### config.mk
export PLATFORM = sky130hd
export DESIGN_NAME = arm7tdmi_perf_sample_stream
export DESIGN_NICKNAME = d
export VERILOG_FILES = /design/src/rtl/arm7tdmi_pkg.sv /design/src/rtl/arm7tdmi_perf_rec_fifo.sv /design/src/rtl/arm7tdmi_perf_sample_stream.sv
export SDC_FILE = /design/constraint.sdc
export NUM_CORES = 2
export LEC_CHECK = 0
export CORE_ASPECT_RATIO = 1.25
export CORE_MARGIN = 2
export CORE_UTILIZATION = 40
export DETAILED_ROUTE_END_ITERATION = 10
export PLACE_DENSITY_LB_ADDON = 0.15
export RECOVER_POWER = 100
export SYNTH_ARGS = -nofsm -noshare
export SYNTH_HDL_FRONTEND = slang
export SYNTH_HIERARCHICAL = 1
export SYNTH_SLANG_ARGS = --single-unit
### constraint.sdc
create_clock -name clk -period 19.2 [get_ports clk]
set_input_delay 5.76 -clock clk [delete_from_list [all_inputs] [get_ports clk]]
set_output_delay 5.76 -clock clk [all_outputs]
set_load 0.03 [all_outputs]
### src/rtl/arm7tdmi_pkg.sv
// Shared types and constants for the ARM7TDMI cache/MMU performance sample stream.
// Record field widths must track the NUM_SRC / TS_WIDTH parameters of the sample stream top.
package arm7tdmi_pkg;

    localparam int unsigned PERF_TS_WIDTH  = 16;
    localparam int unsigned PERF_SRC_WIDTH = 3;

    localparam logic [15:0] PERF_DROP_SAT = 16'hFFFF;
    localparam logic [7:0]  PERF_MISS_SAT = 8'hFF;

    typedef struct packed {
        logic [PERF_TS_WIDTH-1:0]  ts;
        logic [PERF_SRC_WIDTH-1:0] src;
        logic [31:0]               delta;
    } perf_rec_t;

    typedef enum logic [1:0] {
        PS_IDLE,
        PS_CAPTURE,
        PS_EMIT
    } perf_sample_state_t;

    // A counter that went backwards was reset upstream, so its whole value is new activity.
    function automatic logic [31:0] perf_delta(input logic [31:0] cur, input logic [31:0] prev);
        return (cur < prev) ? cur : (cur - prev);
    endfunction

endpackage

### src/rtl/arm7tdmi_perf_rec_fifo.sv
// Synchronous show-ahead FIFO of performance records with flush and occupancy level.
// A push into a full FIFO is accepted when a pop happens in the same cycle.
module arm7tdmi_perf_rec_fifo
    import arm7tdmi_pkg::*;
#(
    parameter int unsigned DEPTH = 16
) (
    input  logic                       clk,
    input  logic                       rst,
    input  logic                       push_i,
    input  perf_rec_t                  din_i,
    input  logic                       pop_i,
    input  logic                       flush_i,
    output perf_rec_t                  dout_o,
    output logic                       valid_o,
    output logic                       full_o,
    output logic [$clog2(DEPTH):0]     level_o
);

    localparam int unsigned AW = $clog2(DEPTH);

    perf_rec_t        mem_q [DEPTH];
    logic [AW-1:0]    wr_q, rd_q;
    logic [AW:0]      level_q, level_d;
    logic             do_push, do_pop;

    always_comb begin
        valid_o = (level_q != '0);
        full_o  = (level_q == (AW+1)'(DEPTH));
        do_pop  = pop_i && valid_o && !flush_i;
        do_push = push_i && !flush_i && (!full_o || do_pop);
        level_d = level_q;
        case ({do_push, do_pop})
            2'b10:   level_d = level_q + (AW+1)'(1);
            2'b01:   level_d = level_q - (AW+1)'(1);
            default: level_d = level_q;
        endcase
    end

    always_ff @(posedge clk) begin
        if (rst || flush_i) begin
            wr_q    <= '0;
            rd_q    <= '0;
            level_q <= '0;
        end else begin
            if (do_push) wr_q <= wr_q + AW'(1);
            if (do_pop)  rd_q <= rd_q + AW'(1);
            level_q <= level_d;
        end
    end

    always_ff @(posedge clk) begin
        if (do_push) mem_q[wr_q] <= din_i;
    end

    assign dout_o  = mem_q[rd_q];
    assign level_o = level_q;

endmodule

### src/rtl/arm7tdmi_perf_sample_stream.sv
// Snapshots the performance counters periodically or on trigger and streams per-source
// deltas as timestamped records through a FIFO with watermark irq and loss accounting.
module arm7tdmi_perf_sample_stream
    import arm7tdmi_pkg::*;
#(
    parameter int unsigned NUM_SRC      = 8,
    parameter int unsigned FIFO_DEPTH   = 16,
    parameter int unsigned TS_WIDTH     = 16,
    parameter int unsigned PERIOD_WIDTH = 16
) (
    input  logic                          clk,
    input  logic                          rst,
    input  logic                          enable,
    input  logic [PERIOD_WIDTH-1:0]       period,
    input  logic                          trigger,
    input  logic [NUM_SRC-1:0]            src_mask,
    input  logic [NUM_SRC*32-1:0]         counters_in,
    input  logic                          counters_cleared,
    output logic                          rec_valid,
    input  logic                          rec_ready,
    output logic [TS_WIDTH-1:0]           rec_ts,
    output logic [$clog2(NUM_SRC)-1:0]    rec_src,
    output logic [31:0]                   rec_delta,
    input  logic                          flush,
    output logic [$clog2(FIFO_DEPTH):0]   fifo_level,
    input  logic [$clog2(FIFO_DEPTH):0]   watermark,
    output logic                          irq_watermark,
    output logic [15:0]                   drop_count,
    output logic [7:0]                    missed_samples,
    output logic                          busy
);

    localparam int unsigned SRC_W = $clog2(NUM_SRC);

    perf_sample_state_t       state_q;
    logic [PERIOD_WIDTH-1:0]  timer_q, timer_d;
    logic [TS_WIDTH-1:0]      ts_q, cap_ts_q;
    logic [SRC_W-1:0]         idx_q;
    logic [31:0]              prev_q  [NUM_SRC];
    logic [31:0]              delta_q [NUM_SRC];
    logic [31:0]              cur     [NUM_SRC];
    logic [15:0]              drop_q, drop_d;
    logic [7:0]               miss_q, miss_d;

    logic       tick, request, push_req, pop, drop_ev, fifo_full;
    perf_rec_t  push_rec, head_rec;

    always_comb begin
        for (int unsigned i = 0; i < NUM_SRC; i++) begin
            cur[i] = counters_in[32*i +: 32];
        end
    end

    // Timer restarts from 0 whenever sampling is off or period is manual-only.
    always_comb begin
        tick    = 1'b0;
        timer_d = timer_q;
        if (!enable || period == '0) begin
            timer_d = '0;
        end else if (timer_q >= period - PERIOD_WIDTH'(1)) begin
            tick    = 1'b1;
            timer_d = '0;
        end else begin
            timer_d = timer_q + PERIOD_WIDTH'(1);
        end
    end

    always_comb begin
        busy     = (state_q != PS_IDLE);
        request  = (tick || trigger) && enable;
        pop      = rec_valid && rec_ready;
        push_req = (state_q == PS_EMIT) && src_mask[idx_q] && !flush;
        drop_ev  = push_req && fifo_full && !pop;

        push_rec       = '0;
        push_rec.ts    = cap_ts_q;
        push_rec.src   = idx_q;
        push_rec.delta = delta_q[idx_q];

        drop_d = drop_q;
        if (drop_ev && drop_q != PERF_DROP_SAT) drop_d = drop_q + 16'd1;
        miss_d = miss_q;
        if (request && busy && miss_q != PERF_MISS_SAT) miss_d = miss_q + 8'd1;
    end

    always_ff @(posedge clk) begin
        if (rst) begin
            timer_q <= '0;
            drop_q  <= '0;
            miss_q  <= '0;
        end else begin
            timer_q <= timer_d;
            drop_q  <= drop_d;
            miss_q  <= miss_d;
        end
    end

    // The clear is applied first so that a coincident CAPTURE overwrites prev afterwards.
    always_ff @(posedge clk) begin
        if (rst) begin
            state_q  <= PS_IDLE;
            idx_q    <= '0;
            ts_q     <= '0;
            cap_ts_q <= '0;
            for (int unsigned i = 0; i < NUM_SRC; i++) begin
                prev_q[i]  <= '0;
                delta_q[i] <= '0;
            end
        end else begin
            if (counters_cleared) begin
                for (int unsigned i = 0; i < NUM_SRC; i++) prev_q[i] <= '0;
            end
            if (flush) begin
                state_q <= PS_IDLE;
                idx_q   <= '0;
            end else begin
                case (state_q)
                    PS_IDLE: begin
                        if (request) state_q <= PS_CAPTURE;
                    end
                    PS_CAPTURE: begin
                        for (int unsigned i = 0; i < NUM_SRC; i++) begin
                            delta_q[i] <= perf_delta(cur[i], prev_q[i]);
                            prev_q[i]  <= cur[i];
                        end
                        cap_ts_q <= ts_q;
                        ts_q     <= ts_q + TS_WIDTH'(1);
                        idx_q    <= '0;
                        state_q  <= PS_EMIT;
                    end
                    PS_EMIT: begin
                        if (idx_q == SRC_W'(NUM_SRC - 1)) begin
                            idx_q   <= '0;
                            state_q <= PS_IDLE;
                        end else begin
                            idx_q <= idx_q + SRC_W'(1);
                        end
                    end
                    default: state_q <= PS_IDLE;
                endcase
            end
        end
    end

    arm7tdmi_perf_rec_fifo #(
        .DEPTH(FIFO_DEPTH)
    ) u_fifo (
        .clk     (clk),
        .rst     (rst),
        .push_i  (push_req),
        .din_i   (push_rec),
        .pop_i   (pop),
        .flush_i (flush),
        .dout_o  (head_rec),
        .valid_o (rec_valid),
        .full_o  (fifo_full),
        .level_o (fifo_level)
    );

    // Head fields read as zero when empty so outputs are clean out of reset.
    assign rec_ts         = rec_valid ? head_rec.ts    : '0;
    assign rec_src        = rec_valid ? head_rec.src   : '0;
    assign rec_delta      = rec_valid ? head_rec.delta : '0;
    assign irq_watermark  = (watermark != '0) && (fifo_level >= watermark);
    assign drop_count     = drop_q;
    assign missed_samples = miss_q;

endmodule

==> impl_metrics.json <==
{
  "cts_tree": "yes",
  "switching_share_pct": 24.05,
  "finalWeightedCongestion": 0.8583,
  "cts_htree_levels": 4,
  "finalSetupViolations": 0,
  "use_met2_pct": 35.05,
  "initial_core_utilization_pct": 40.16,
  "drtAntennaViolNets": 0,
  "reg2reg_from": "state_q[1]",
  "min_period_ns": 15.44,
  "grt_antenna_before_repair": 49,
  "clkSinkCount": 1425,
  "synth_compound_gate_area_share_pct": 9.065,
  "synth-xor-area-share_pct": 3.420,
  "reg2regPathDepth": 6,
  "buffer_ports.inserted": 374,
  "cts-root-buf": "sky130_fd_sc_hd__clkbuf_16",
  "gr-usage-all-layers_pct": 21.63,
  "core_area_mm2": 0.1773,
  "worst_hold_path_type": "reg -> reg",
  "drt_first_pass_iters": 7,
  "clock_latency_ns": 0.80,
  "first_global_vias": 45424,
  "comb_power_share_pct": 10.8,
  "number_of_register_bits_inferred_by_synthesis": 1425,
  "synth_largest_area_cell": "sky130_fd_sc_hd__edfxtp_1",
  "finalNetCount": 6436,
  "timing.setup.critical_path_class": "in -> reg",
  "ys_dominant_reg_cell": "sky130_fd_sc_hd__edfxtp_1",
  "critical_path_arrival_ns": 16.05,
  "clkTransAtPathRegs_ns": 0.06,
  "grtUsageMet3_pct": 4.516,
  "vdd_drop_max_mv": 0.09582,
  "share_of_final_layout_standard_cells_stronger_than_drive_strength_1_pct": 9.530,
  "ranking_of_synthesized_cells_by_instance_count": "sky130_fd_sc_hd__edfxtp_1, sky130_fd_sc_hd__nor2_1, sky130_fd_sc_hd__a21oi_1, sky130_fd_sc_hd__nand2_1, sky130_fd_sc_hd__inv_1",
  "setup_total_negative_slack_ns": 0,
  "violations_in_the_final_reports": "max-capacitance violations, max-slew violations",
  "total_switching_power_mw": 1.737,
  "rrSetupSlack_ns": 10.18,
  "synthesis.instances": 5504,
  "use_met1_pct": 28.46,
  "power_leakage_nw": 30.22,
  "path_max_fanout": 113,
  "seq_area_frac_synth_pct": 58.29,
  "pwr_density_cell_mw_per_mm2": 87.70,
  "vias_per_cell": 5.476,
  "sequentialPowerShare_pct": 48.1,
  "final_min_period_over_clock_period_pct": 80.42,
  "total_power_mw": 7.222,
  "setup.worst_path.start_class": "input port",
  "largest_net_degree_at_the_start_of_global_routing": 114,
  "fillerInstances": 15926,
  "synth_cell_type_count": 85,
  "rows": 173,
  "crit_end": "delta_q[2][31]",
  "ys_async_sr_fraction_pct": 0,
  "synth-edff-count": 1296,
  "power_frac_clock_pct": 41.1,
  "worst_setup_path_startpoint": "rst",
  "ports": 375,
  "critical_path.reg2reg.endpoint": "delta_q[1][6]",
  "synth.most_common_cell": "sky130_fd_sc_hd__edfxtp_1",
  "cts_repair_resize_count": 0,
  "cts_max_path_buffers": 3,
  "detailed_place_hpwl_mm": 131.4,
  "route.detailed.drc": 0,
  "unrepaired_setup_endpoints_after_global_routing": "false",
  "ys_warn_count": 6,
  "total_clock_buffers_created_by_cts": 151,
  "slew_violations": 2119,
  "yosysTopAreaCellShare_pct": 54.66,
  "peak_usage_layer_in_the_global_routing_report": "met2",
  "synth_adder_area_share_pct": 5.473,
  "max_clock_freq_mhz": 64.77,
  "synth_fp_nets": 6102,
  "die_area_mm2": 0.1814,
  "tightestPinTransition_ns": 5.360,
  "overflow": 0,
  "status": "finished, violations left",
  "postSynthAreaPerCell_um2": 12.93,
  "die_h_um": 475.7,
  "finalHoldViolations": 0,
  "timing.max_cap.violations": 54,
  "worstPathRequired_ns": 19.81,
  "skew_ns": 0.02700,
  "cts_post_setup_buffers_inserted": 0,
  "die_w_um": 381.3,
  "dominant_combinational_cell_family_by_area_after_synthesis": "multiplexers",
  "relSlewSlack_pct": -257.4,
  "finalWirelength_mm": 199.2,
  "routedWlPerCell_um": 23.85,
  "area.growth.synth_to_final_pct": 15.67,
  "hold_depth": 2,
  "syn-cell-area_mm2": 0.07119,
  "cell_internal_pwr_mw": 5.485,
  "grt_pass1_wl_mm": 291.5,
  "first_iter_violations": 3614,
  "vias": 45744,
  "end_kind": "flip-flop",
  "post_synth_and_or_nand_nor_area_fraction_pct": 9.877,
  "synth.mux.area_fraction_pct": 10.58,
  "ys_top_cells_by_area": "sky130_fd_sc_hd__edfxtp_1, sky130_fd_sc_hd__mux4_2, sky130_fd_sc_hd__ha_1, sky130_fd_sc_hd__dfxtp_1, sky130_fd_sc_hd__a21oi_1",
  "hold_buffers": 0
}
flip-flops by register name, summed over array words and instances (netlist names), named ones only:
register,flops
idx_q,3
ts_q,16
u_fifo/mem_q,816
prev_q,256
cap_ts_q,16
u_fifo/level_o,5
delta_q,256
u_fifo/rd_q,4
u_fifo/wr_q,4
state_q,2
drop_count,16
timer_q,16
missed_samples,8
worst min path at each step:
stage	start	endpoint	slack, ns
finish	ts_q[15]	cap_ts_q[15]	0.47
global route	ts_q[14]	cap_ts_q[14]	0.50
CTS	ts_q[15]	cap_ts_q[15]	0.47
detailed placement	ts_q[15]	cap_ts_q[15]	0.46
global placement	timer_q[0]	timer_q[0]	0.46
floorplan	timer_q[0]	timer_q[0]	0.44
layout make-up:
type                    instances  area (um^2)  share of cell area, %
diodes                         32        80.08                0.09724
clock buffers                 188         4064                  4.935
clock inverters                87        900.9                  1.094
inverters                     340         1276                  1.550
multi-input cells            3482        27490                  33.39
flip-flops and latches       1425        41510                  50.41
well taps                    2362         2955                  3.589
repair buffers                438         4070                  4.943
power by group through the flow:
stage / sequential, mW / combinational, mW / clock, mW
6_report: 3.47 / 0.780 / 2.97
3_3_place_gp: 3.53 / 0.775 / 0
2_1_floorplan: 3.52 / 0.537 / 0
4_1_cts: 3.47 / 0.783 / 3.03
5_1_grt: 3.48 / 0.863 / 3.14
3_5_place_dp: 3.53 / 0.779 / 0
stage by stage:
| step | hold slack [ns] | util [%] | instances | cell area (um^2) | worst slack, ns |
|---|---|---|---|---|---|
| 5_1_grt | 0.5012 | 46.43 | 8340 | 82310 | 2.890 |
| 3_5_place_dp | 0.4634 | 43.73 | 8047 | 77520 | 5.574 |
| 2_1_floorplan | 0.4410 | - | 5504 | 71190 | 6.163 |
| 4_1_cts | 0.4748 | 46.53 | 8322 | 82480 | 5.570 |
| 6_report | 0.4738 | 46.45 | 8354 | 82350 | 3.760 |
| 3_3_place_gp | 0.4618 | 43.73 | 8047 | 77520 | 5.442 |
cell usage in the layout (no fill, tap or decap), types with 70 or more instances in the layout:
master                            instances
sky130_fd_sc_hd__and3_1                 230
sky130_fd_sc_hd__xnor2_1                158
sky130_fd_sc_hd__clkbuf_16              156
sky130_fd_sc_hd__o21ai_0                121
sky130_fd_sc_hd__nor3_1                  70
sky130_fd_sc_hd__nand2_1                375
sky130_fd_sc_hd__clkdlybuf4s50_1        325
sky130_fd_sc_hd__nor2_1                 440
sky130_fd_sc_hd__a22oi_1                104
sky130_fd_sc_hd__a21oi_1                378
sky130_fd_sc_hd__mux2i_1                108
sky130_fd_sc_hd__a21o_1                 111
sky130_fd_sc_hd__xor2_1                 120
sky130_fd_sc_hd__mux4_2                 270
sky130_fd_sc_hd__ha_1                   296
sky130_fd_sc_hd__dfxtp_1                126
sky130_fd_sc_hd__inv_1                  340
sky130_fd_sc_hd__edfxtp_1              1296
critical path, stage by stage:
cell                       delay [ns]
sky130_fd_sc_hd__clkbuf_1        0.88
sky130_fd_sc_hd__nor2_4          0.31
sky130_fd_sc_hd__clkbuf_1        3.75
sky130_fd_sc_hd__nand2_1         2.60
sky130_fd_sc_hd__clkbuf_1        1.22
sky130_fd_sc_hd__buf_4           0.69
sky130_fd_sc_hd__or3_1           0.39
sky130_fd_sc_hd__o31a_1          0.24
sky130_fd_sc_hd__o21ai_0         0.10
kinds of logic (layout without fill, tap and decap cells):
logic type | Yosys count | after routing
simple gates | 1470 | 1470
flops | 1425 | 1425
compound gates | 1017 | 1017
buf+inv | 597 | 1053
mux | 411 | 411
fa+ha+maj | 306 | 306
xor+xnor | 278 | 278
other cells | 0 | 32
per-layer routing:
layer,part of all wire [%],up-vias
met5,0.14,-
met3,6.6,306
met2,47,1192
met4,3.9,46
li1,-,21375
met1,42,22825
Power figures use the tool's default switching activity.
